$ cat src/rtl/countdown_timer_if.sv
// Bundles the countdown timer's control inputs, digit readout and seven-segment outputs.
interface countdown_timer_if;
  logic        load;
  logic        run;
  logic [23:0] preset_bcd;
  logic [23:0] bcd_out;
  logic        done;
  logic [6:0]  HEX0;
  logic [6:0]  HEX1;
  logic [6:0]  HEX2;
  logic [6:0]  HEX3;
  logic [6:0]  HEX4;
  logic [6:0]  HEX5;

  modport master (
    output load, run, preset_bcd,
    input  bcd_out, done, HEX0, HEX1, HEX2, HEX3, HEX4, HEX5
  );

  modport slave (
    input  load, run, preset_bcd,
    output bcd_out, done, HEX0, HEX1, HEX2, HEX3, HEX4, HEX5
  );
endinterface

$ cat src/rtl/countdown_timer.sv
// BCD MM:SS:hh countdown timer with its own 10 ms prescaler and a blinking display once zero is reached.
module countdown_timer #(
  parameter int unsigned TICK_DIV    = 500000,
  parameter int unsigned BLINK_TICKS = 50
) (
  input  logic             CLOCK_50,
  input  logic             RESET,
  countdown_timer_if.slave bus
);
  localparam int PW = $clog2(TICK_DIV);
  localparam int BW = $clog2(BLINK_TICKS) + 1;
  localparam logic [PW-1:0] PRESC_LAST = PW'(TICK_DIV - 1);
  localparam logic [BW-1:0] BLINK_LAST = BW'(BLINK_TICKS - 1);

  localparam logic [1:0] S_IDLE  = 2'd0;
  localparam logic [1:0] S_ARMED = 2'd1;
  localparam logic [1:0] S_RUN   = 2'd2;
  localparam logic [1:0] S_DONE  = 2'd3;

  logic [1:0]    state_q, state_d;
  logic [23:0]   digits_q, digits_d;
  logic [PW-1:0] presc_q, presc_d;
  logic [BW-1:0] blink_q, blink_d;
  logic          blank_q, blank_d;
  logic          tick;
  logic [23:0]   preset_clamped;
  logic [23:0]   digits_dec;

  // Digits above 9 saturate to 9; seconds-tens saturates to 5.
  function automatic logic [23:0] clamp_bcd(input logic [23:0] v);
    logic [23:0] r;
    r = v;
    for (int i = 0; i < 6; i++) begin
      if (r[i*4 +: 4] > 4'd9) r[i*4 +: 4] = 4'd9;
    end
    if (r[15:12] > 4'd5) r[15:12] = 4'd5;
    return r;
  endfunction

  // One-hundredth decrement with a BCD/sexagesimal borrow chain; zero stays zero.
  function automatic logic [23:0] dec_bcd(input logic [23:0] v);
    logic [23:0] r;
    logic        borrow;
    r      = v;
    borrow = 1'b1;
    if (v != 24'h0) begin
      for (int i = 0; i < 6; i++) begin
        if (borrow) begin
          if (r[i*4 +: 4] == 4'd0) begin
            r[i*4 +: 4] = (i == 3) ? 4'd5 : 4'd9;
          end else begin
            r[i*4 +: 4] = r[i*4 +: 4] - 4'd1;
            borrow      = 1'b0;
          end
        end
      end
    end
    return r;
  endfunction

  // Active-low seven-segment pattern, bit 6 = g, bit 0 = a.
  function automatic logic [6:0] seg7(input logic [3:0] d, input logic blank);
    logic [6:0] s;
    case (d)
      4'd0:    s = 7'h40;
      4'd1:    s = 7'h79;
      4'd2:    s = 7'h24;
      4'd3:    s = 7'h30;
      4'd4:    s = 7'h19;
      4'd5:    s = 7'h12;
      4'd6:    s = 7'h02;
      4'd7:    s = 7'h78;
      4'd8:    s = 7'h00;
      4'd9:    s = 7'h10;
      default: s = 7'h7F;
    endcase
    return blank ? 7'h7F : s;
  endfunction

  assign tick           = (presc_q == PRESC_LAST);
  assign preset_clamped = clamp_bcd(bus.preset_bcd);
  assign digits_dec     = dec_bcd(digits_q);

  // Next-state logic: load overrides everything, then per-state run/tick handling.
  always_comb begin
    state_d  = state_q;
    digits_d = digits_q;
    presc_d  = presc_q;
    blink_d  = blink_q;
    blank_d  = blank_q;
    if (bus.load) begin
      digits_d = preset_clamped;
      presc_d  = '0;
      blink_d  = '0;
      blank_d  = 1'b0;
      state_d  = (preset_clamped == 24'h0) ? S_IDLE : S_ARMED;
    end else begin
      case (state_q)
        S_ARMED: begin
          if (bus.run) begin
            state_d = S_RUN;
            presc_d = '0;
          end
        end
        S_RUN: begin
          if (!bus.run) begin
            state_d = S_ARMED;
            presc_d = '0;
          end else if (tick) begin
            presc_d  = '0;
            digits_d = digits_dec;
            if (digits_dec == 24'h0) begin
              state_d = S_DONE;
              blink_d = '0;
              blank_d = 1'b0;
            end
          end else begin
            presc_d = presc_q + 1'b1;
          end
        end
        S_DONE: begin
          if (tick) begin
            presc_d = '0;
            if (blink_q == BLINK_LAST) begin
              blink_d = '0;
              blank_d = ~blank_q;
            end else begin
              blink_d = blink_q + 1'b1;
            end
          end else begin
            presc_d = presc_q + 1'b1;
          end
        end
        default: ;
      endcase
    end
  end

  // State registers with synchronous reset to an idle, zeroed, visible display.
  always_ff @(posedge CLOCK_50) begin
    if (RESET) begin
      state_q  <= S_IDLE;
      digits_q <= '0;
      presc_q  <= '0;
      blink_q  <= '0;
      blank_q  <= 1'b0;
    end else begin
      state_q  <= state_d;
      digits_q <= digits_d;
      presc_q  <= presc_d;
      blink_q  <= blink_d;
      blank_q  <= blank_d;
    end
  end

  assign bus.bcd_out = digits_q;
  assign bus.done    = (state_q == S_DONE);
  assign bus.HEX0    = seg7(digits_q[3:0],   blank_q);
  assign bus.HEX1    = seg7(digits_q[7:4],   blank_q);
  assign bus.HEX2    = seg7(digits_q[11:8],  blank_q);
  assign bus.HEX3    = seg7(digits_q[15:12], blank_q);
  assign bus.HEX4    = seg7(digits_q[19:16], blank_q);
  assign bus.HEX5    = seg7(digits_q[23:20], blank_q);
endmodule

$ cat src/flat_wrapper.sv
// flat-port wrapper written by rule: the top's interface ports become plain ports
module countdown_timer_flat 
#(
  parameter int unsigned TICK_DIV    = 500000,
  parameter int unsigned BLINK_TICKS = 50
)
  (CLOCK_50, RESET, bus_load, bus_run, bus_preset_bcd, bus_bcd_out, bus_done, bus_HEX0, bus_HEX1, bus_HEX2, bus_HEX3, bus_HEX4, bus_HEX5);
  countdown_timer_if bus_i ();
  input  logic CLOCK_50;
  input  logic RESET;
  input wire logic [$bits(bus_i.load)-1:0] bus_load;
  input wire logic [$bits(bus_i.run)-1:0] bus_run;
  input wire logic [$bits(bus_i.preset_bcd)-1:0] bus_preset_bcd;
  output wire logic [$bits(bus_i.bcd_out)-1:0] bus_bcd_out;
  output wire logic [$bits(bus_i.done)-1:0] bus_done;
  output wire logic [$bits(bus_i.HEX0)-1:0] bus_HEX0;
  output wire logic [$bits(bus_i.HEX1)-1:0] bus_HEX1;
  output wire logic [$bits(bus_i.HEX2)-1:0] bus_HEX2;
  output wire logic [$bits(bus_i.HEX3)-1:0] bus_HEX3;
  output wire logic [$bits(bus_i.HEX4)-1:0] bus_HEX4;
  output wire logic [$bits(bus_i.HEX5)-1:0] bus_HEX5;
  assign bus_i.load = bus_load;
  assign bus_i.run = bus_run;
  assign bus_i.preset_bcd = bus_preset_bcd;
  assign bus_bcd_out = bus_i.bcd_out;
  assign bus_done = bus_i.done;
  assign bus_HEX0 = bus_i.HEX0;
  assign bus_HEX1 = bus_i.HEX1;
  assign bus_HEX2 = bus_i.HEX2;
  assign bus_HEX3 = bus_i.HEX3;
  assign bus_HEX4 = bus_i.HEX4;
  assign bus_HEX5 = bus_i.HEX5;
  countdown_timer #(.TICK_DIV(TICK_DIV), .BLINK_TICKS(BLINK_TICKS)) u_core (.CLOCK_50(CLOCK_50), .RESET(RESET), .bus(bus_i));
endmodule
$ cat config.mk
export PLATFORM = sky130hd
export DESIGN_NAME = countdown_timer_flat
export DESIGN_NICKNAME = d
export VERILOG_FILES = /design/src/rtl/countdown_timer_if.sv /design/src/rtl/countdown_timer.sv /design/src/flat_wrapper.sv
export SDC_FILE = /design/constraint.sdc
export NUM_CORES = 1
export LEC_CHECK = 0
export CORE_MARGIN = 2
export CORE_UTILIZATION = 50
export CTS_CLUSTER_DIAMETER = 50
export DETAILED_ROUTE_END_ITERATION = 10
export GPL_ROUTABILITY_DRIVEN = 0
export PLACE_DENSITY = 0.75
export SETUP_SLACK_MARGIN = 0.02
export SYNTH_ARGS = -nofsm -noshare
export SYNTH_HDL_FRONTEND = slang
export SYNTH_SLANG_ARGS = --single-unit
$ cat constraint.sdc
create_clock -name CLOCK_50 -period 3.8 [get_ports CLOCK_50]
set_input_delay 0.57 -clock CLOCK_50 [delete_from_list [all_inputs] [get_ports CLOCK_50]]
set_output_delay 0.57 -clock CLOCK_50 [all_outputs]
set_load 0.1 [all_outputs]
==> metrics.txt, run 1 <==
Pint=1.91 mW; # DRC=7; Hold Buf Count CTS=0; fin crit share=83.7%; Final Hold Viols=0; post-synthesis cell area=0.00593 mm2; WHS=0.497 ns; setup ws final=0.620 ns; pre-CTS setup slack=0.274 ns; Worst setup EP type=flop; DR WL met3=1.09 mm; drt pass-1 iters=8; clock tree buffer depth=2; Syn Nets=778; WP data required=4.02 ns; Synth top area share=32.1%; DRT iter0 DRCs=494; failing checks=design-rule violations; root buffer cell=clkbuf_16; Layout Nets=865; All-Layer GR Usage=25.2%; GR Overflow Total=0; RSZ-0062 raised after global routing=false; pins over their slew limit=0; Critical Path AT=3.40 ns; Num CTS Buffers=9; CTS sink count=95; Initial Util=51.5%; hpwl dp=11.9 mm; Clock power frac=31.0%; max capacitance violation total=0; post-DR wirelength/cell=16.9 um; crit path kind=input port to flop; ys async rst share=0%; # IOs=95; layout cells sized above 1=17.9%; crit path launch type=input port; clk_lat worst skew=0.36 ns; Rows=39; Slew HR=19.5%; Psw=1.21 mW; die width=113 um; Routed met2 length=7.48 mm; highest metal used=met4; Yosys top cell by area=dfxtp_1; pwr/cell area=433 mW/mm2; status=finished, violations left; clock-pin slew on the worst setup and hold paths=0.07 ns; Max Clock Freq=314 MHz; post_cts resized=0; Area Overhead vs Synth=21.7%; CTS HTree Levels=3; Worst Skew=0.00784 ns; Core Area=0.0115 mm2; antenna cells=0; final wirelength=16.1 mm; final setup fails=0; antenna violations before repair=0; post-layout min period=3.18 ns; ANT nets after route=0; setup_tns=0 ns; M1 wire length=7.04 mm; Sw Share=38.7%; Synth Warn #=0; Distinct cells, synth=80; Comb pwr share=33.2%; post-DR vias/cell=5.95; die height=113 um; #FFs+latches synth=95; leak pwr=2.96 nW; CTS tree=yes; Mapped Cells=717; Post-synth top flop=dfxtp_1; top post-synthesis cells by area=dfxtp_1, ha_1, or2_2; syn avg cell area=8.27 um2; sequential-to-total area share from yosys stat=32.1%; worst-path fanout max=8; EDFF count, synth=0; Sequential Power Share=35.8%; Slew @ Worst Pin=1.21 ns; PortBufs=94; Hold Path Class=flop to flop; vias in the first global route=5347; DIE AREA=0.0127 mm2; Worst VDD drop=0.294 mV; global-route wire length before repair=26.0 mm; DR vias=5664; setup bufs post-CTS=0; largest net degree at the start of global routing=45
## placed cells by master (no fill, tap or decap), types with 6 or more instances in the layout
cell,instances
a21oi_1,24
a22oi_1,11
a311oi_1,8
a31oi_1,16
and2_1,7
and3_1,10
buf_4,55
clkbuf_16,9
clkdlybuf4s50_1,52
dfxtp_1,95
ha_1,33
inv_1,46
mux2i_1,19
nand2_1,44
nand2b_1,7
nand3_1,26
nand4_1,16
nor2_1,74
nor2b_1,8
nor3_1,13
nor4_1,19
o21ai_0,26
o31a_1,6
or2_2,50
or3_1,10
or4_1,6
xnor2_1,8
xor2_1,12
## Yosys cell counts, types with 3 or more instances
| cell type | n |
|---|---|
| nand2_1 | 44 |
| and4_1 | 3 |
| o21ai_0 | 26 |
| a31oi_1 | 16 |
| ha_1 | 33 |
| buf_1 | 3 |
| nand4_1 | 16 |
| nor4_1 | 19 |
| o21a_1 | 3 |
| mux2i_1 | 19 |
| buf_2 | 5 |
| a21oi_1 | 24 |
| o31a_1 | 6 |
| and2_1 | 7 |
| nor4b_1 | 5 |
| xnor2_1 | 8 |
| o22ai_1 | 3 |
| nand2b_1 | 7 |
| or4_1 | 6 |
| o31ai_1 | 5 |
| or2_2 | 50 |
| or4_4 | 3 |
| a2bb2oi_1 | 4 |
| a311oi_1 | 8 |
| and3_1 | 10 |
| or3_1 | 10 |
| nand3_1 | 26 |
| a22oi_1 | 11 |
| nor2b_1 | 8 |
| o311ai_1 | 4 |
| dfxtp_1 | 95 |
| clkbuf_1 | 20 |
| nor2_1 | 74 |
| nor3_1 | 13 |
| nor3_2 | 3 |
| a211oi_1 | 5 |
| inv_1 | 46 |
| a311o_1 | 4 |
| xor2_1 | 12 |
| nand3b_1 | 3 |
## per-layer routing
metal,track usage [%],vias to the layer above
met3,3.86,42
met4,11.7,0
met5,0,-
met2,41.3,223
li1,-,2771
met1,32.8,2628
## power by group through the flow
stage	clock network [mW]	registers [mW]	logic (mW)
after CTS	0.980	1.12	1.03
after floorplan	0	1.23	0.710
after detailed placement	0	1.14	1.03
after global placement	0	1.14	1.02
after global routing	1.02	1.12	1.08
final	0.967	1.12	1.03
## critical path: stages
cell	delay, ns
clkdlybuf4s50_1	0.58
and3b_1	0.24
nand4_1	0.16
or2_2	0.41
or4_1	0.49
o311ai_1	0.22
inv_1	0.18
ha_1	0.22
nor3_1	0.25
a31oi_1	0.07
## area by class of cell
class | instances | area (um2)
clock buffers | 9 | 225
clock inverters | 7 | 87.6
fillers | 1016 | 4310
inverters | 48 | 180
multi-input cells | 543 | 3700
flip-flops and latches | 95 | 1900
well taps | 143 | 179
repair buffers | 107 | 933
## kinds of logic (layout without fill, tap and decap cells)
| group | Yosys count | in the layout | synth area share (%) |
|---|---|---|---|
| fa+ha+maj | 33 | 33 | 6.97 |
| flops | 95 | 95 | 32.1 |
| mux | 21 | 21 | 3.59 |
| buf+inv | 79 | 171 | 5.43 |
| xor+xnor | 20 | 20 | 2.96 |
| compound gates | 150 | 150 | 19.1 |
| simple gates | 319 | 319 | 29.9 |
## per-stage QoR
step,utilization [%],area [um2],cells,power (mW)
final,62.6,7210,952,3.12
after global routing,62.6,7210,952,3.23
after CTS,62.6,7210,952,3.13
after detailed placement,59.9,6900,936,2.17
after global placement,59.9,6900,936,2.15
after floorplan,-,5930,717,1.94
## worst paths after layout
kind / startpoint / end / slack (ns) / cells past startpoint
setup / recovery: bus_run / flop / 0.62 / 10
hold / removal: u_core.blink_q[5]$_SDFFE_PP0P_ / u_core.blink_q[5]$_SDFFE_PP0P_ / 0.50 / 1
setup reg to reg: u_core.bus.bcd_out[12]$_SDFFE_PP0N_ / flop / 0.63 / 9
hold reg to reg: u_core.blink_q[5]$_SDFFE_PP0P_ / u_core.blink_q[5]$_SDFFE_PP0P_ / 0.50 / 1
(Power assumes the default switching activity.)
==> run 2: changes to the inputs <==
clock period = 3.3 ns   (was 3.8 ns; I/O delays follow)
==> run 2 against run 1 <==
The run still ends with design-rule violations left; first-iteration DRC count down 12%; die area unchanged; worst hold slack better by 0.00088 ns; non-clock buffer count up 22; design area up 1.5%; via count up 0.79%; combinational power up 18%; worst setup slack worse by 0.37 ns; cell count up 2.2%; count of clock-buffer cells in the layout up 1; largest cell class unchanged.
==> metrics.txt, run 2 (same netlist as run 1, synthesis figures left out) <==
# IOs=95; Area Overhead vs Synth=23.5%; root buffer cell=clkbuf_16; All-Layer GR Usage=25.5%; post-DR wirelength/cell=16.5 um; antenna violations before repair=0; layout cells sized above 1=23.6%; clk_lat worst skew=0.35 ns; RSZ-0062 raised after global routing=true; Hold Path Class=flop to flop; R2R Setup Slk=0.25 ns; PortBufs=94; WP data required=3.58 ns; drt pass-1 iters=8; pins over their slew limit=0; crit path launch type=flop; commonest non-fill, non-tap cell in the layout=buf_4; FILL cells=989; clock tree buffer depth=2; antenna cells=0; flip-flop and latch area=0.00190 mm2; Rows=39; Worst setup EP type=flop; worst-path fanout max=10; Initial Util=51.5%; Layout Nets=887; Core Util, Final=63.6%; Slew @ Worst Pin=0.622 ns; area of the multi-input gates=0.00372 mm2; failing checks=design-rule violations; post-DR vias/cell=5.87; crit path kind=flop to flop; global-route wire length before repair=26.5 mm; DIE AREA=0.0127 mm2; setup_tns=0 ns; CTS HTree Levels=3; R2R Path Start=u_core.bus.bcd_out[8]$_SDFFE_PP0N_; Max Clock Freq=328 MHz; fin crit share=92.5%; status=finished, violations left; most frequent cells in the layout=buf_4, dfxtp_1, nor2_1; Worst VDD drop=0.526 mV; DRT iter0 DRCs=435; clock-pin slew on the worst setup and hold paths=0.06 ns; ANT nets after route=0; Worst Skew=0.00575 ns; CTS sink count=95; vias in the first global route=5450; die width=113 um; final wirelength=16.0 mm; GR Overflow Total=0; Core Area=0.0115 mm2; Critical Path AT=3.33 ns; die height=113 um; max capacitance violation total=0; post-layout min period=3.05 ns; # DRC=7; final setup fails=0; worst r2r path cells=9; Final Hold Viols=0; Slew HR=58.4%; DR vias=5709; largest net degree at the start of global routing=43; Worst Setup SP=u_core.bus.bcd_out[8]$_SDFFE_PP0N_; CTS tree=yes; pwr/cell area=485 mW/mm2; hpwl dp=12.1 mm; leak pwr=3.10 nW; Num CTS Buffers=9; setup bufs post-CTS=0
-- run 2: layout make-up --
cell class / instances / area share (%)
Multi-Input combinational cell: 543 / 50.9
Sequential cell: 95 / 26.0
Timing Repair Buffer: 129 / 14.2
Clock buffer: 10 / 3.26
Inverter: 48 / 2.46
Tap cell: 143 / 2.44
Clock inverter: 5 / 0.803
-- run 2: worst min-delay path by stage --
| stage | slack [ns] | endpoint | from | cells after the start |
|---|---|---|---|---|
| floorplan | 0.45 | u_core.blink_q[5]$_SDFFE_PP0P_ | u_core.blink_q[5]$_SDFFE_PP0P_ | 1 |
| global placement | 0.47 | u_core.blink_q[5]$_SDFFE_PP0P_ | u_core.blink_q[5]$_SDFFE_PP0P_ | 1 |
| detailed placement | 0.48 | u_core.blink_q[6]$_SDFFE_PP0P_ | u_core.blink_q[6]$_SDFFE_PP0P_ | 2 |
| CTS | 0.50 | u_core.blank_q$_SDFFE_PP0P_ | u_core.blank_q$_SDFFE_PP0P_ | 1 |
| global route | 0.52 | u_core.blink_q[5]$_SDFFE_PP0P_ | u_core.blink_q[5]$_SDFFE_PP0P_ | 1 |
| finish | 0.50 | u_core.blank_q$_SDFFE_PP0P_ | u_core.blank_q$_SDFFE_PP0P_ | 1 |
-- run 2: routing by layer --
metal  track usage, %  vias to the layer above  share of wire (%)
li1                 -                     2817                  -
met1             33.3                     2618                 44
met2             41.4                      240                 46
met3             4.61                       34                7.3
met4             11.6                        0                3.2
met5                0                        -                  0
-- run 2: metrics by stage --
| step | setup WS [ns] | hold slack (ns) | area [um2] | power [mW] | cells |
|---|---|---|---|---|---|
| after CTS | 0.107 | 0.499 | 7300 | 3.57 | 973 |
| after floorplan | 0.0304 | 0.451 | 5930 | 2.23 | 717 |
| after global routing | -0.0406 | 0.523 | 7320 | 3.68 | 973 |
| final | 0.247 | 0.498 | 7320 | 3.55 | 973 |
| after global placement | 0.229 | 0.470 | 7000 | 2.50 | 958 |
| after detailed placement | 0.0948 | 0.482 | 7000 | 2.52 | 958 |
-- run 2: worst max-delay path: stages, from the launching register on --
cell	delay [ns]
dfxtp_1	0.41
nor4_1	0.54
nand3_2	0.31
or3_1	0.50
a311oi_1	0.30
nor3_1	0.10
buf_4	0.17
ha_1	0.19
or2_2	0.29
a21oi_1	0.16
-- run 2: report_power, final --
| part | switching (mW) | internal, mW |
|---|---|---|
| Sequential | 0.0567 | 1.23 |
| Clock | 0.448 | 0.603 |
| Combinational | 0.883 | 0.335 |
-- run 2: what timing repair did --
action / CTS / global route
hold buffers: 0 / 0
setup endpoints to repair: 0 / 13
resized for setup: 0 / 4
==> run 3: changes to the inputs <==
MAX_ROUTING_LAYER = met4   (was unset)
==> run 3 against run 2 <==
Critical path depth stayed put; global-route usage up 0.74 points; fmax shrank 0.13%; the flow still finishes with violations (design-rule violations); sequential power barely moved; non-clock buffer count is the same; sequential share of layout area did not move; critical path type unchanged; highest routed layer unchanged.
==> metrics.txt, run 3 (same netlist as run 1, synthesis figures left out) <==
status=finished, violations left; failing checks=design-rule violations; leak pwr=3.10 nW; vias in the first global route=5461; setup bufs post-CTS=0; RSZ-0062 raised after global routing=true; Rows=39; post-DR wirelength/cell=16.5 um; # IOs=95; Worst setup EP type=flop; worst r2r path cells=9; clock-pin slew on the worst setup and hold paths=0.06 ns; GR Overflow Total=0; GR Util met1=33.5%; final wirelength=16.1 mm; Slew HR=58.4%; CTS tree=yes; post-DR vias/cell=5.86; Hold Path Class=flop to flop; Core Area=0.0115 mm2; die width=113 um; Core Util, Final=63.6%; fin crit share=92.6%; Initial Util=51.5%; Hold Crit Depth=1; GR Util met2=41.3%; Comb pwr share=34.3%; Slew @ Worst Pin=0.622 ns; final setup fails=0; Area Overhead vs Synth=23.5%; Critical Path AT=3.33 ns; post_cts resized=0; global-route wire length before repair=26.5 mm; commonest non-fill, non-tap cell in the layout=buf_4; setup_tns=0 ns; drt pass-1 iters=9; pwr/cell area=485 mW/mm2; total power=3.55 mW; antenna violations before repair=0; Worst Skew=0.00567 ns; Layout Nets=887; max capacitance violation total=0; ANT nets after route=0; most frequent cells in the layout=buf_4, dfxtp_1, nor2_1; worst-path fanout max=10; slowest stage delay, CP=0.54 ns; largest net degree at the start of global routing=43; Clock power frac=29.6%; Sw Share=39.1%; All-Layer GR Usage=26.3%; Critical Path, Cell by Cell=nor4_1, nand3_2, or3_1, a311oi_1, nor3_1, buf_4, ha_1, or2_2, a21oi_1; M3 GR Usage=4.23%; DR vias=5704; antenna cells=0; crit path launch type=flop; Worst VDD drop=0.526 mV; die height=113 um; Hold Buf Count CTS=0; clk_lat worst skew=0.35 ns; CTS HTree Levels=3; post-layout min period=3.06 ns; pins over their slew limit=0; DIE AREA=0.0127 mm2; Crit-path slowest cell=nor4_1; clock tree buffer depth=2; # DRC=7; Num CTS Buffers=9; Final Instance Count excl. Fillers=973; dpl cells=958; CTS sink count=95; Top Usage Layer GRT=met2; Psw=1.39 mW; WHS=0.498 ns; PortBufs=94; root buffer cell=clkbuf_16; layout cells sized above 1=23.6%; hpwl dp=12.1 mm; Pint=2.16 mW; Sequential Power Share=36.1%; WP data required=3.58 ns; Final Hold Viols=0; Max Clock Freq=327 MHz; DRT iter0 DRCs=458; crit path kind=flop to flop
[run 3: cell counts in the layout (fill, tap and decap cells not counted)]
Identical to the previous run, type by type.
[run 3: final timing paths]
path / start / slack (ns) / end
max reg2reg: u_core.bus.bcd_out[8]$_SDFFE_PP0N_ / 0.24 / flop
min: u_core.blank_q$_SDFFE_PP0P_ / 0.50 / u_core.blank_q$_SDFFE_PP0P_
max: u_core.bus.bcd_out[8]$_SDFFE_PP0N_ / 0.24 / flop
min reg2reg: u_core.blank_q$_SDFFE_PP0P_ / 0.50 / u_core.blank_q$_SDFFE_PP0P_
[run 3: metrics by stage]
stage / cell area (um2) / setup WS, ns
2_1_floorplan: 5930 / 0.0304
3_3_place_gp: 7000 / 0.229
3_5_place_dp: 7000 / 0.0948
4_1_cts: 7300 / 0.107
5_1_grt: 7320 / -0.0407
6_report: 7320 / 0.243
[run 3: worst max-delay path, delay by kind of cell (launching register included)]
family	cells	cell delay, ns
adder cells (fa/ha/maj)	1	0.19
buffers and inverters	1	0.17
flip-flops	1	0.42
AND/OR/NAND/NOR	5	1.74
AO/OA/AOI/OAI	2	0.46
[run 3: area by class of cell]
type / count / area [um2]
Fill cell: 989 / 4200
Clock buffer: 10 / 239
Inverter: 48 / 180
Timing Repair Buffer: 129 / 1040
Tap cell: 143 / 179
Clock inverter: 5 / 58.8
Multi-Input combinational cell: 543 / 3720
Sequential cell: 95 / 1900
[run 3: per-layer routing]
metal,share of wire (%),routed length (um)
met3,7.0,1130
met4,3.2,520
met5,0,0
met2,46,7390
met1,44,7050
[run 3: power by group through the flow]
stage / registers [mW] / clock network, mW / logic [mW]
after global routing: 1.29 / 1.11 / 1.28
final: 1.28 / 1.05 / 1.22
after detailed placement: 1.31 / 0 / 1.21
after CTS: 1.28 / 1.07 / 1.21
after floorplan: 1.41 / 0 / 0.818
after global placement: 1.31 / 0 / 1.20
